--- config.mk ---
export PLATFORM = sky130hd
export DESIGN_NAME = parking_session_ctrl
export DESIGN_NICKNAME = d
export VERILOG_FILES = /design/src/rtl/parking_session_ctrl.sv
export SDC_FILE = /design/constraint.sdc
export NUM_CORES = 1
export LEC_CHECK = 0
export CAP_MARGIN = 20
export CORE_ASPECT_RATIO = 0.9
export CORE_MARGIN = 10
export CORE_UTILIZATION = 50
export CTS_CLUSTER_DIAMETER = 100
export CTS_CLUSTER_SIZE = 40
export DETAILED_ROUTE_END_ITERATION = 12
export GPL_ROUTABILITY_DRIVEN = 0
export PLACE_DENSITY = 0.86
export SLEW_MARGIN = 30
export SYNTH_ARGS = -nofsm -noshare
export SYNTH_HDL_FRONTEND = slang
export SYNTH_SLANG_ARGS = --single-unit
--- constraint.sdc ---
create_clock -name clk -period 8.5 [get_ports clk]
set_input_delay 2.55 -clock clk [delete_from_list [all_inputs] [get_ports clk]]
set_output_delay 2.55 -clock clk [all_outputs]
set_load 0.02 [all_outputs]
--- src/rtl/parking_session_ctrl.sv ---
// Request capture, round-robin arbitration and write sequencing for the three-car
// parking time/cost memory; also tracks slot occupancy and the last computed exit fee.
module parking_session_ctrl #(
    parameter logic [7:0] RATE = 8'd2
) (
    input  logic       clk,
    input  logic       reset,
    input  logic [2:0] i_entry_req,
    input  logic [2:0] i_exit_req,
    input  logic [9:0] i_time_now,
    input  logic [9:0] i_entry_time_rd,
    output logic [2:0] o_car_sel,
    output logic       o_write_entry,
    output logic       o_write_cost,
    output logic [9:0] o_entry_time_wr,
    output logic [9:0] o_cost_wr,
    output logic [2:0] o_occupied,
    output logic       o_busy,
    output logic       o_done,
    output logic       o_fee_valid,
    output logic [9:0] o_fee,
    output logic       o_err
);

    typedef enum logic [1:0] {StIdle, StEntryWr, StExitCalc, StExitWr} state_e;

    state_e     r_state;
    state_e     w_state_next;
    logic [2:0] r_entry_pend;
    logic [2:0] r_exit_pend;
    logic [2:0] r_occupied;
    logic [1:0] r_rr;
    logic [1:0] r_car;
    logic [9:0] r_cost;
    logic [9:0] r_fee;
    logic       r_err;

    logic [2:0]  w_elig;
    logic [2:0]  w_ill;
    logic [2:0]  w_rot;
    logic [1:0]  w_rot_sel;
    logic [1:0]  w_grant_idx;
    logic [2:0]  w_grant_oh;
    logic        w_grant_vld;
    logic [1:0]  w_drop_idx;
    logic [2:0]  w_drop_oh;
    logic        w_drop_vld;
    logic [2:0]  w_entry_clr;
    logic [2:0]  w_exit_clr;
    logic [2:0]  w_car_oh;
    logic [9:0]  w_dur;
    logic [17:0] w_prod;
    logic [9:0]  w_cost_sat;

    function automatic logic [1:0] mod3_add(input logic [1:0] a, input logic [1:0] b);
        logic [2:0] s;
        s = {1'b0, a} + {1'b0, b};
        if (s >= 3'd3) begin
            s = s - 3'd3;
        end
        return s[1:0];
    endfunction

    // A car asks for the operation its occupancy allows; the other pending kind is illegal.
    assign w_elig = (r_occupied & r_exit_pend) | (~r_occupied & r_entry_pend);
    assign w_ill  = (r_occupied & r_entry_pend) | (~r_occupied & r_exit_pend);

    // Rotate eligibility so bit k means car (rr + k) mod 3.
    always_comb begin
        case (r_rr)
            2'd1:    w_rot = {w_elig[0], w_elig[2], w_elig[1]};
            2'd2:    w_rot = {w_elig[1], w_elig[0], w_elig[2]};
            default: w_rot = w_elig;
        endcase
        if (w_rot[0]) begin
            w_rot_sel = 2'd0;
        end else if (w_rot[1]) begin
            w_rot_sel = 2'd1;
        end else begin
            w_rot_sel = 2'd2;
        end
        if (w_ill[0]) begin
            w_drop_idx = 2'd0;
        end else if (w_ill[1]) begin
            w_drop_idx = 2'd1;
        end else begin
            w_drop_idx = 2'd2;
        end
    end

    assign w_grant_idx = mod3_add(r_rr, w_rot_sel);
    assign w_grant_oh  = 3'b001 << w_grant_idx;
    assign w_drop_oh   = 3'b001 << w_drop_idx;
    assign w_car_oh    = 3'b001 << r_car;
    assign w_grant_vld = (r_state == StIdle) && (|w_elig);
    assign w_drop_vld  = (r_state == StIdle) && !(|w_elig) && (|w_ill);

    always_comb begin
        w_entry_clr = 3'b000;
        w_exit_clr  = 3'b000;
        if (w_grant_vld) begin
            if (|(r_occupied & w_grant_oh)) begin
                w_exit_clr = w_grant_oh;
            end else begin
                w_entry_clr = w_grant_oh;
            end
        end else if (w_drop_vld) begin
            if (|(r_occupied & w_drop_oh)) begin
                w_entry_clr = w_drop_oh;
            end else begin
                w_exit_clr = w_drop_oh;
            end
        end
    end

    // Modular subtraction handles time_now wrapping past 1023.
    assign w_dur      = i_time_now - i_entry_time_rd;
    assign w_prod     = {8'd0, w_dur} * {10'd0, RATE};
    assign w_cost_sat = (|w_prod[17:10]) ? 10'h3FF : w_prod[9:0];

    always_ff @(posedge clk or posedge reset) begin
        if (reset) begin
            r_state <= StIdle;
        end else begin
            r_state <= w_state_next;
        end
    end

    always_comb begin
        w_state_next = r_state;
        unique case (r_state)
            StIdle: begin
                if (w_grant_vld) begin
                    w_state_next = (|(r_occupied & w_grant_oh)) ? StExitCalc : StEntryWr;
                end
            end
            StEntryWr:  w_state_next = StIdle;
            StExitCalc: w_state_next = StExitWr;
            StExitWr:   w_state_next = StIdle;
            default:    w_state_next = StIdle;
        endcase
    end

    always_ff @(posedge clk or posedge reset) begin
        if (reset) begin
            r_entry_pend <= 3'b000;
            r_exit_pend  <= 3'b000;
            r_occupied   <= 3'b000;
            r_rr         <= 2'd0;
            r_car        <= 2'd0;
            r_cost       <= 10'd0;
            r_fee        <= 10'd0;
            r_err        <= 1'b0;
        end else begin
            // A new request on the same edge as a clear wins.
            r_entry_pend <= (r_entry_pend & ~w_entry_clr) | i_entry_req;
            r_exit_pend  <= (r_exit_pend & ~w_exit_clr) | i_exit_req;
            r_err        <= w_drop_vld;
            if (w_grant_vld) begin
                r_car <= w_grant_idx;
                r_rr  <= mod3_add(w_grant_idx, 2'd1);
            end
            if (r_state == StEntryWr) begin
                r_occupied <= r_occupied | w_car_oh;
            end
            if (r_state == StExitCalc) begin
                r_cost <= w_cost_sat;
                r_fee  <= w_cost_sat;
            end
            if (r_state == StExitWr) begin
                r_occupied <= r_occupied & ~w_car_oh;
            end
        end
    end

    always_comb begin
        o_car_sel       = 3'b000;
        o_write_entry   = 1'b0;
        o_write_cost    = 1'b0;
        o_entry_time_wr = 10'd0;
        o_cost_wr       = 10'd0;
        o_done          = 1'b0;
        o_fee_valid     = 1'b0;
        o_busy          = (r_state != StIdle);
        o_occupied      = r_occupied;
        o_fee           = r_fee;
        o_err           = r_err;
        unique case (r_state)
            StEntryWr: begin
                o_car_sel       = w_car_oh;
                o_write_entry   = 1'b1;
                o_entry_time_wr = i_time_now;
                o_done          = 1'b1;
            end
            StExitCalc: begin
                o_car_sel = w_car_oh;
            end
            StExitWr: begin
                o_car_sel   = w_car_oh;
                o_write_cost = 1'b1;
                o_cost_wr   = r_cost;
                o_fee_valid = 1'b1;
                o_done      = 1'b1;
            end
            default: ;
        endcase
    end

endmodule

==> metrics.txt <==
min-delay src o_fee[4]$_DFFE_PP0P_; Vias/cell 5.483; top layer in use met4; diodes inserted 0; Final min period 6.350 ns; Crit Path Category in2out; Setup TNS Final 0 ns; I/O pin count 70; Post-Route M1 WL 2455 um; Worst EP arrival 3.80 ns; Synth async-reset ratio 100.0%; status completed; area of the multi-input gates 0.001325 mm^2; clk sinks 26; fin. max-slew vios 0; initial antenna violation count 0; dominant synthesized flop cell dfrtp_1; CP most frequent cell clkdlybuf4s50_1; area taken by flip-flops and latches 650.6 um^2; yosys warns 0; Worst slew margin 57.18%; reg2reg path depth 19; Post-synth EDFFs 0; Post-Synthesis Cells 232; Sequential Power Share 23.2%; row cnt 22; Hold Path Class reg2reg; Clock Power Share 7.5%; area grow syn2layout 36.01%; IO buf count 69; Die ar. 0.007211 mm^2; Mapped Area 0.002106 mm^2; skew final 0.002917 ns; post-DR wirelength/cell 16.16 um; Worst Hold Depth 1; highest clock rate 157.5 MHz; Max FO, Critical Path 3; Pre-Repair DR Iteration Count 4; H-tree lvl count 1; DR iter-0 viols 106; routed wl met2 2743 um; first-pass GRT wire length 8783 um; clock transition at the registers of the reported paths 0.09 ns; HPWL Detailed 4457 um; Leak Pwr 1.247 nW; vias in the first global route 1808; crit start category input pin; DRC errors left 0; setup bufs post-CTS 0; sw frac 48.10%; Die Y-Extent 81.57 um; Initial Utilization 51.69%; GRT Util Overall 14.90%; switching power 516.3 uW; gr ovfl total 0; flip-flop and latch count after synthesis 26; fillcell total 338; CP required 5.95 ns; CTS root buf clkbuf_8; Placed Area 0.002809 mm^2; Die Wd 88.41 um; syn_area_per_cell 9.077 um^2; critical path's slowest cell clkdlybuf4s50_1; Comb pwr share 69.3%; final net count 343; CP max stage delay 0.61 ns; share of cells above drive strength 1 7.095%; hold buffers post-CTS 0; r2r endpoint r_entry_pend[0]$_DFF_PP0_; Setup-failing EPs final 0; Slew @ Worst Pin 0.6423 ns; clk_lat worst skew 0.27 ns; Clock Tree Buf Depth 2; CP endpoint kind output port; vias post-DR 1886; r2r setup slk 4.04 ns; CTS resizes 0; total CTS buffers 3; hold worst-path end o_fee[4]$_DFFE_PP0P_; RSZ-0062 raised after global routing no; Distinct cells, synth 52; placeable core area 0.004074 mm^2; Mapped Nets 278; fin area 0.002864 mm^2; endpoints failing hold 0; TritonCTS clock tree built; sequential share of the synthesized area 30.90%; largest net degree at the start of global routing 27; max_cap viols 0; pwr dens 374.8 mW/mm^2; antenna-violating nets left 0; post-route clock period utilization 74.71%; CP cell instances clkdlybuf4s50_1 -> and2_1 -> clkdlybuf4s50_1; Max VDD drop 0.3322 mV; met3 WL 309 um; Internal 557.1 uW; Routed WL 5559 um
## critical path, delay by kind of cell
kind          cells  cell delay [ns]
simple gates      1             0.13
buf+inv           2             1.11
## final cells by class
type	instances	area share [%]
Inverter	22	2.883
Sequential cell	26	22.72
Timing Repair Buffer	69	24.12
Clock buffer	4	1.922
Multi-Input combinational cell	175	46.26
Tap cell	48	2.097
## power groups by stage
stage	sequential [mW]	clock (mW)	combinational, mW
floorplan	0.241	0	0.490
global placement	0.246	0	0.711
detailed placement	0.251	0	0.738
CTS	0.249	0.0805	0.748
global route	0.260	0.0862	0.806
finish	0.250	0.0803	0.744
## worst max path at each step
stage | startpoint | endpoint | depth (start not counted)
2_1_floorplan | i_time_now[0] | o_entry_time_wr[0] | 1
3_3_place_gp | i_time_now[1] | o_entry_time_wr[1] | 3
3_5_place_dp | i_time_now[1] | o_entry_time_wr[1] | 3
4_1_cts | i_time_now[1] | o_entry_time_wr[1] | 3
5_1_grt | i_time_now[1] | o_entry_time_wr[1] | 3
6_report | i_time_now[1] | o_entry_time_wr[1] | 3
## cells by family after synthesis
group / Yosys count / share of synthesized area, %
compound gates: 61 / 20.80
xor+xnor: 8 / 3.328
fa+ha+maj: 18 / 11.41
buf+inv: 31 / 6.179
flops: 26 / 30.90
mux: 8 / 4.516
simple gates: 80 / 22.88
## routing by layer
metal,global-route usage [%],up-vias
li1,-,948
met1,18.97,880
met2,24.94,54
met3,3.264,4
met4,4.032,0
met5,0,-
## cell usage in the layout, fill, tap and decap left out, types with 5 or more instances in the layout
cell / instances
ha_1: 16
nand2_1: 10
and2_1: 12
a22oi_1: 5
inv_1: 20
o21ai_1: 8
nor2b_1: 6
a21oi_1: 8
o21ai_0: 7
clkdlybuf4s50_1: 69
o22a_1: 8
a21o_1: 7
and3_1: 13
dfrtp_1: 26
xnor2_1: 8
nor2_1: 13
## synthesized netlist by cell type (7+ instances only)
cell / count / area (um^2)
and2_1: 12 / 75.07
ha_1: 16 / 200.2
xnor2_1: 8 / 70.07
nand2_1: 10 / 37.54
o22a_1: 8 / 70.07
nor2_1: 13 / 48.80
a21o_1: 7 / 52.55
inv_1: 21 / 78.83
dfrtp_1: 26 / 650.6
a21oi_1: 8 / 40.04
o21ai_0: 7 / 35.03
o21ai_1: 8 / 40.04
and3_1: 13 / 81.33
## per-stage QoR
stage	total power [mW]	utilization, %	setup slack, ns	hold WS [ns]	std cells
5_1_grt	1.152	70.30	2.107	0.5708	344
3_3_place_gp	0.9577	68.95	2.177	0.5107	340
4_1_cts	1.078	70.30	2.160	0.5445	344
6_report	1.073	70.30	2.150	0.5447	344
2_1_floorplan	0.7305	-	3.190	0.4965	232
3_5_place_dp	0.9893	68.95	2.155	0.5233	340
Note: power is estimated with default switching activity, not from simulation.
